==> src/rtl/bsg_tag_packet_tx.sv <==
// Serializing bsg_tag packet transmitter: one packet per valid/ready handshake, LSB-first on tag_data_o.
// Optional reset preamble for the remote tag master is enabled by defining BSG_TAG_TX_PREAMBLE_EN.
module bsg_tag_packet_tx #(
    parameter int unsigned els_p          = 32,
    parameter int unsigned lg_width_p     = 4,
    parameter int unsigned gap_p          = 2,
    parameter int unsigned reset_ones_p   = 64,
    localparam int unsigned id_width      = (els_p > 1) ? $clog2(els_p) : 1,
    localparam int unsigned payload_width = (1 << lg_width_p) - 1
) (
    input  logic                     clk_i,
    input  logic                     reset_n_i,
    input  logic                     v_i,
    output logic                     ready_o,
    input  logic [id_width-1:0]      node_id_i,
    input  logic                     data_not_reset_i,
    input  logic [lg_width_p-1:0]    len_i,
    input  logic [payload_width-1:0] payload_i,
    output logic                     tag_data_o,
    output logic                     tag_en_o,
    output logic                     busy_o
);

    localparam int unsigned hdr_width   = 2 + id_width + lg_width_p;
    localparam int unsigned frame_width = hdr_width + payload_width;
    localparam int unsigned cnt_max_a   = (frame_width > gap_p) ? frame_width : gap_p;
    localparam int unsigned cnt_max     = (cnt_max_a > reset_ones_p) ? cnt_max_a : reset_ones_p;
    localparam int unsigned cnt_width   = $clog2(cnt_max + 1);

`ifdef BSG_TAG_TX_PREAMBLE_EN
    typedef enum logic [1:0] {IDLE, SEND, GAP, PREAMBLE} state_e;
    localparam state_e                 reset_state = PREAMBLE;
    localparam logic [cnt_width-1:0]   reset_cnt   = cnt_width'(reset_ones_p);
`else
    typedef enum logic [1:0] {IDLE, SEND, GAP} state_e;
    localparam state_e                 reset_state = IDLE;
    localparam logic [cnt_width-1:0]   reset_cnt   = '0;
`endif

    state_e                   state_r, state_n;
    logic [frame_width-1:0]   shift_r, shift_n;
    logic [cnt_width-1:0]     cnt_r, cnt_n;
    logic                     data_n, en_n;

    logic [lg_width_p-1:0]    len_clamped;
    logic [payload_width-1:0] payload_masked;
    logic [frame_width-1:0]   frame;
    logic [cnt_width-1:0]     frame_len;

    // Frame assembly from the handshake inputs; payload bits at and above len are zeroed
    always_comb begin
        len_clamped = (len_i > lg_width_p'(payload_width)) ? lg_width_p'(payload_width) : len_i;
        for (int i = 0; i < payload_width; i++) begin
            payload_masked[i] = payload_i[i] & (lg_width_p'(i) < len_clamped);
        end
        frame     = {payload_masked, len_clamped, data_not_reset_i, node_id_i, 1'b1};
        frame_len = cnt_width'(hdr_width) + cnt_width'(len_clamped);
    end

    // Next state and next-cycle wire values; cnt in SEND counts bits left including the one on the wire
    always_comb begin
        state_n = state_r;
        shift_n = shift_r;
        cnt_n   = cnt_r;
        data_n  = 1'b0;
        en_n    = 1'b0;
        case (state_r)
            IDLE: begin
                if (v_i && ready_o) begin
                    state_n = SEND;
                    data_n  = frame[0];
                    en_n    = 1'b1;
                    shift_n = frame >> 1;
                    cnt_n   = frame_len;
                end
            end
            SEND: begin
                if (cnt_r == cnt_width'(1)) begin
                    state_n = GAP;
                    cnt_n   = cnt_width'(gap_p);
                end else begin
                    data_n  = shift_r[0];
                    en_n    = 1'b1;
                    shift_n = shift_r >> 1;
                    cnt_n   = cnt_r - cnt_width'(1);
                end
            end
            GAP: begin
                if (cnt_r == cnt_width'(1)) begin
                    state_n = IDLE;
                end else begin
                    cnt_n = cnt_r - cnt_width'(1);
                end
            end
`ifdef BSG_TAG_TX_PREAMBLE_EN
            PREAMBLE: begin
                if (cnt_r == '0) begin
                    state_n = GAP;
                    cnt_n   = cnt_width'(gap_p);
                end else begin
                    data_n = 1'b1;
                    en_n   = 1'b1;
                    cnt_n  = cnt_r - cnt_width'(1);
                end
            end
`endif
            default: state_n = IDLE;
        endcase
    end

    // State and registered outputs; reset aborts any frame in flight
    always_ff @(posedge clk_i) begin
        if (!reset_n_i) begin
            state_r    <= reset_state;
            shift_r    <= '0;
            cnt_r      <= reset_cnt;
            ready_o    <= 1'b0;
            tag_data_o <= 1'b0;
            tag_en_o   <= 1'b0;
            busy_o     <= 1'b0;
        end else begin
            state_r    <= state_n;
            shift_r    <= shift_n;
            cnt_r      <= cnt_n;
            ready_o    <= (state_n == IDLE);
            tag_data_o <= data_n;
            tag_en_o   <= en_n;
            busy_o     <= (state_n != IDLE);
        end
    end

endmodule

==> config.mk <==
export PLATFORM = sky130hd
export DESIGN_NAME = bsg_tag_packet_tx
export DESIGN_NICKNAME = d
export VERILOG_FILES = /design/src/rtl/bsg_tag_packet_tx.sv
export SDC_FILE = /design/constraint.sdc
export NUM_CORES = 1
export LEC_CHECK = 0
export CORE_ASPECT_RATIO = 1.1
export CORE_MARGIN = 8
export CORE_UTILIZATION = 52
export CTS_CLUSTER_DIAMETER = 80
export DETAILED_ROUTE_END_ITERATION = 10
export GPL_ROUTABILITY_DRIVEN = 0
export PLACE_DENSITY = 0.77
export SLEW_MARGIN = 10
export SYNTH_ARGS = -nofsm -noshare
export SYNTH_HDL_FRONTEND = slang
export SYNTH_SLANG_ARGS = --single-unit
==> constraint.sdc <==
create_clock -name clk_i -period 3.7 [get_ports clk_i]
set_input_delay 0.555 -clock clk_i [delete_from_list [all_inputs] [get_ports clk_i]]
set_output_delay 0.555 -clock clk_i [all_outputs]
set_load 0.01 [all_outputs]
# [Yosys cells after proc, flatten, opt, wreduce, memory -nomap -nowiden]
# Cells that the tools add are included.
[totals] regBits=39 in_bits=28 wordCells=71
[classes] add_sub_neg=2 magnitude_cmp=16 n_eq_ne=6 n_mux=17 bitwise_logic=15 reduce_logical=8
[ops] op="26-bit 2-to-1 mux" count=2
[ops] op="26-bit one-hot mux with 2 select lines" count=1
[ops] op="4-bit less-than comparator, first input constant" count=7
[ops] op="7-bit 2-to-1 mux" count=3
[ops] op="7-bit one-hot mux with 3 select lines" count=1
[ops] op="3-bit by 4-bit less-than comparator with 1-bit output, first input constant" count=4
[ops] op="1-bit AND" count=15
[ops] op="1-bit by 4-bit less-than comparator with 1-bit output, first input constant" count=2
[ops] op="2-bit by 4-bit less-than comparator with 1-bit output, first input constant" count=2
[ops] op="7-bit by 1-bit equality test with 1-bit output, second input constant" count=1
[ops] op="7-bit by 1-bit subtractor with 7-bit output, second input constant" count=1
[ops] op="2-bit 2-to-1 mux" count=3
[ops] op="2-bit inequality test, second input constant" count=3
[ops] op="2-bit one-hot mux with 3 select lines" count=1
[ops] op="3-bit AND reduction" count=2
[ops] op="4-bit by 4-bit adder with 5-bit output, first input constant" count=1
[ops] op="4-bit > comparator, second input constant" count=1
[ops] op="2-bit zero test" count=2
[ops] op="4-bit 2-to-1 mux" count=1
[ops] op="1-bit one-hot mux with 2 select lines" count=2
[ops] op="2-bit nonzero test" count=2
[ops] op="1-bit 2-to-1 mux" count=3
[ops] op="3-bit nonzero test" count=1
[ops] op="2-bit by 1-bit equality test with 1-bit output, second input constant" count=1
[ops] op="other kinds (2)" count=2

# [Longest topological paths before layout]
[depth] depth_word=6 mapped_depth=7 ltp_nobuf=6

# [Least setup slack after synthesis]
# OpenSTA, ideal clock, no wires.
[synth_timing] path_type="register to register" start="register state_r[0]" end="register cnt_r[4]" setup_time_ps=117 arrival_time_ps=1836 required_ps=3583 path_slack_ps=1747 stages_incl_launch_ff=8 n_path_buf=1 period_less_slack_ps=1953 cell_sequence="dfxtp_1 inv_1 ha_1 clkbuf_1 o21ai_0 a21oi_1 a221o_1 a32o_1"
[synth_between] elab_chain_cells=3 word_cells_on_any_way=8 classes_between="eq/ne (4); mux (1); reduce/logical (3)"
[synth_lines] item="from (decl)" line_no="40" text="state_e state_r, state_n;"
[synth_lines] item="from (signal assigned)" line_no="114" text="state_r <= reset_state;"
[synth_lines] item="from (signal assigned)" line_no="122" text="state_r <= state_n;"
[synth_lines] item="2-bit equality test, or another cell as far along" line_no="67" text="case (state_r)"
[synth_lines] item="2-bit inequality test (no source line) or 3-bit nonzero test (tied branches)"
[synth_lines] item="3-bit AND reduction (no source line)"
[synth_lines] item="to (signal assigned)" line_no="116" text="cnt_r <= reset_cnt;"
[synth_lines] item="to (signal assigned)" line_no="124" text="cnt_r <= cnt_n;"
[synth_lines] item="to (decl)" line_no="42" text="logic [cnt_width-1:0] cnt_r, cnt_n;"
# Parallel ways exist; a longest one is shown, timed or not.
# A chain may end at the register's enable or synchronous reset.

# [Final worst setup path]
[layout_timing] start="register state_r[1]" end="register shift_r[15]"
[layout_between] elab_chain_cells=3 word_cells_on_any_way=7 classes_between="eq/ne (3); mux (1); reduce/logical (3)"
[layout_lines] item="2-bit by 1-bit equality test with 1-bit output or 2-bit zero test (tied branches)" line_no="67"
[layout_lines] item="2-bit inequality test (no source line) or 2-bit nonzero test (tied branches)"
[layout_lines] item="3-bit AND reduction (no source line)"
[layout_lines] item="to (signal assigned)" line_no="123" text="shift_r <= shift_n;"
[layout_lines] item="to (decl)" line_no="41" text="logic [frame_width-1:0] shift_r, shift_n;"
# Parallel ways exist; a longest one is shown, timed or not.

==> results.py <==
metrics = {
    "grt": {
        "antenna_found_initial": 0,
        "grt_use_met1": 0.185,
        "grt-ovfl-total": 0,
        "grtUsageTotal": 0.149,
        "grt_max_degree": 51,
        "grt_pass1_wl_mm": 8.12,
        "use_met2": 0.239,
        "top_usage_layer": "met2",
        "gr-usage-met3": 0.0377,
        "grt_pass1_vias": 1791,
    },
    "clock_tree": {
        "cts_max_path_buffers": 2,
        "clkTransAtPathRegs_ps": 70,
        "holdBufCountCts": 0,
        "cts_resized": 0,
        "cts_tree": "yes",
        "cts_buffers": 5,
        "clk_latency_ps": 290,
        "htreeDepth": 2,
        "post-cts-setup-buffers": 0,
        "root_buffer": "clkbuf_8",
        "cts_num_sinks": 38,
    },
    "finish": {
        "insertedDiodeCount": 0,
        "final_layout_size_suffix_gt1_frac": 0.0669,
        "mostFrequentLayoutCells": "dfxtp_1 (38), clkdlybuf4s50_1 (31), nand2_1 (30), o211a_1 (23)",
        "finish.instance_area_mm2": 0.00256,
        "area_growth_pct": 20.7,
        "fillCellCount": 346,
        "final_nets": 305,
        "final_common_cell": "dfxtp_1",
        "stdcell_count": 321,
    },
    "synthesis": {
        "synth-seq-cells": 38,
        "synth_cells": 246,
        "seq_area_frac_synth": 0.358,
        "yosys.area.top_type": "dfxtp_1",
        "syn-num-nets": 283,
        "yosysTopAreaCellShare": 0.358,
        "synth_top_flop_cell": "dfxtp_1",
        "synthesis.area_mm2": 0.00212,
        "synth_enable_flop_cells": 0,
        "synthTopCellsByArea": "dfxtp_1 (36%), o211a_1 (11%), ha_1 (5.3%)",
        "postSynth.asyncResetShare": 0,
        "ys_warn_count": 0,
        "avgSynthCellArea_um2": 8.64,
        "synth_cell_types": 41,
    },
    "timing": {
        "slew_violations": 0,
        "slew-limit-headroom": 0.522,
        "holdWs_ps": 487,
        "min_period_over_period": 0.655,
        "min_period_ps": 2420,
        "rsz0062_at_grt": "false",
        "hold_violations": 0,
        "fmax_ghz": 0.413,
        "setup_viol": 0,
        "fin_tns_setup_ps": 0,
        "tightest_slew_ps": 717,
        "fin_ws_ps": 1280,
        "fin_skew_ps": 4.28,
    },
    "place": {
        "port_buffers": 31,
        "place_inst": 313,
        "pre_cts_slack_ps": 1300,
        "placed_area_mm2": 0.00245,
        "dp_hpwl_mm": 3.29,
    },
    "critical_path": {
        "reg2reg_slack_ps": 1280,
        "start_kind": "flip-flop",
        "r2r_cells": 7,
        "r2r-start": "state_r[1]",
        "required_ps": 3890,
        "crit_fanout": 50,
        "end_kind": "flip-flop",
        "r2r-end": "shift_r[15]",
        "cp.arrival_ps": 2610,
        "crit_type": "flip-flop to flip-flop",
    },
    "job": {
        "cap_violations": 0,
    },
    "floorplanning": {
        "start_util": 0.540,
        "io_pins": 32,
        "die_area_mm2": 0.00639,
        "core_area_mm2": 0.00393,
        "die_y_um": 83.0,
        "die_w_um": 76.9,
        "placementRows": 24,
    },
    "power_and_ir_drop": {
        "leakage_nw": 1.15,
        "max-vdd-ir-drop_v": 0.000283,
        "power_density_mw_per_mm2": 512,
    },
    "detailed_routing": {
        "routed_via_density": 5.86,
        "num_vias": 1881,
        "route.detailed.drc": 0,
        "firstDrtPassIters": 4,
        "ant_nets": 0,
        "routedWlPerCell_um": 14.8,
        "drtIter0Drc": 164,
        "wirelength_mm": 4.74,
    },
    "hold_path": {
        "hold_end": "shift_r[11]",
        "hold_path_depth": 2,
        "hold_start": "shift_r[12]",
        "hp-class": "flip-flop to flip-flop",
    },
    "status": {
        "status": "finished, final reports clean",
    },
}
[how the worst max path moves through the flow]
| stage | start | endpoint | slack (ps) |
|---|---|---|---|
| finish | state_r[1] | shift_r[15] | 1280 |
| global route | state_r[1] | shift_r[14] | 1100 |
| CTS | state_r[1] | shift_r[15] | 1290 |
| detailed placement | state_r[1] | shift_r[15] | 1300 |
| global placement | state_r[1] | shift_r[16] | 1380 |
| floorplan | state_r[0] | cnt_r[4] | 1750 |
[through the flow]
step,power (mW),util
3_3_place_gp,0.978,0.624
5_1_grt,1.40,0.652
6_report,1.31,0.652
4_1_cts,1.32,0.652
2_1_floorplan,0.866,-
3_5_place_dp,0.986,0.624
[where the power goes]
group	total, mW	switching [mW]	internal [mW]
clock network	0.331	0.143	0.188
registers	0.545	0.0522	0.493
logic	0.436	0.239	0.198
total	1.31	0.434	0.879
[layer usage]
layer | wire length [um] | vias to the layer above
met3 | 145 | 6
met4 | 60 | 0
li1 | - | 948
met2 | 2250 | 26
met1 | 2280 | 901
met5 | 0 | -
[registers in the layout, summed over array words and instances (netlist names)]
name,cells
shift_r,25
state_r,2
tag_data_o,1
tag_en_o,1
busy_o,1
cnt_r,7
ready_o,1
[kinds of logic after synthesis]
kind of cell / share of synthesized area
adders and majority gates: 0.0530
buffers and inverters: 0.0618
xor gates and xnor gates: 0.00825
AOI/OAI and AO/OA: 0.332
muxes: 0.0330
DFF: 0.358
and+or+nand+nor: 0.154
[critical path, cell delays in order (launching register included)]
cell      delay [ps]
dfxtp_1          400
inv_1             90
ha_1             440
and3b_1          350
a211oi_4         230
buf_4            420
o311ai_0         220
o211a_1          170
[cell usage after synthesis (2+ instances only)]
| cell type | number |
|---|---|
| o311ai_0 | 5 |
| a221o_1 | 3 |
| a31oi_1 | 3 |
| a21boi_0 | 4 |
| a21oi_1 | 14 |
| dfxtp_1 | 38 |
| nand3_1 | 6 |
| nor2_1 | 7 |
| ha_1 | 9 |
| nor3_1 | 2 |
| a32o_1 | 3 |
| a21boi_1 | 2 |
| o21ai_0 | 15 |
| a32oi_1 | 3 |
| nand4_1 | 2 |
| nand2_1 | 30 |
| and2_1 | 4 |
| inv_1 | 15 |
| or2_2 | 3 |
| o211ai_1 | 7 |
| mux2i_1 | 7 |
| clkbuf_1 | 15 |
| buf_2 | 3 |
| nand2b_1 | 3 |
| nor2b_1 | 2 |
| o221a_2 | 2 |
| o211a_1 | 23 |
| a22oi_1 | 2 |
| and3b_1 | 2 |
[area by class of cell]
class	count	area, um^2	share of cell area
inverters	15	56.3	0.0220
well taps	52	65.1	0.0254
clock buffers	8	110	0.0429
flip-flops and latches	38	761	0.297
repair buffers	34	333	0.130
multi-input cells	174	1240	0.483
Power figures use the tool's default switching activity.
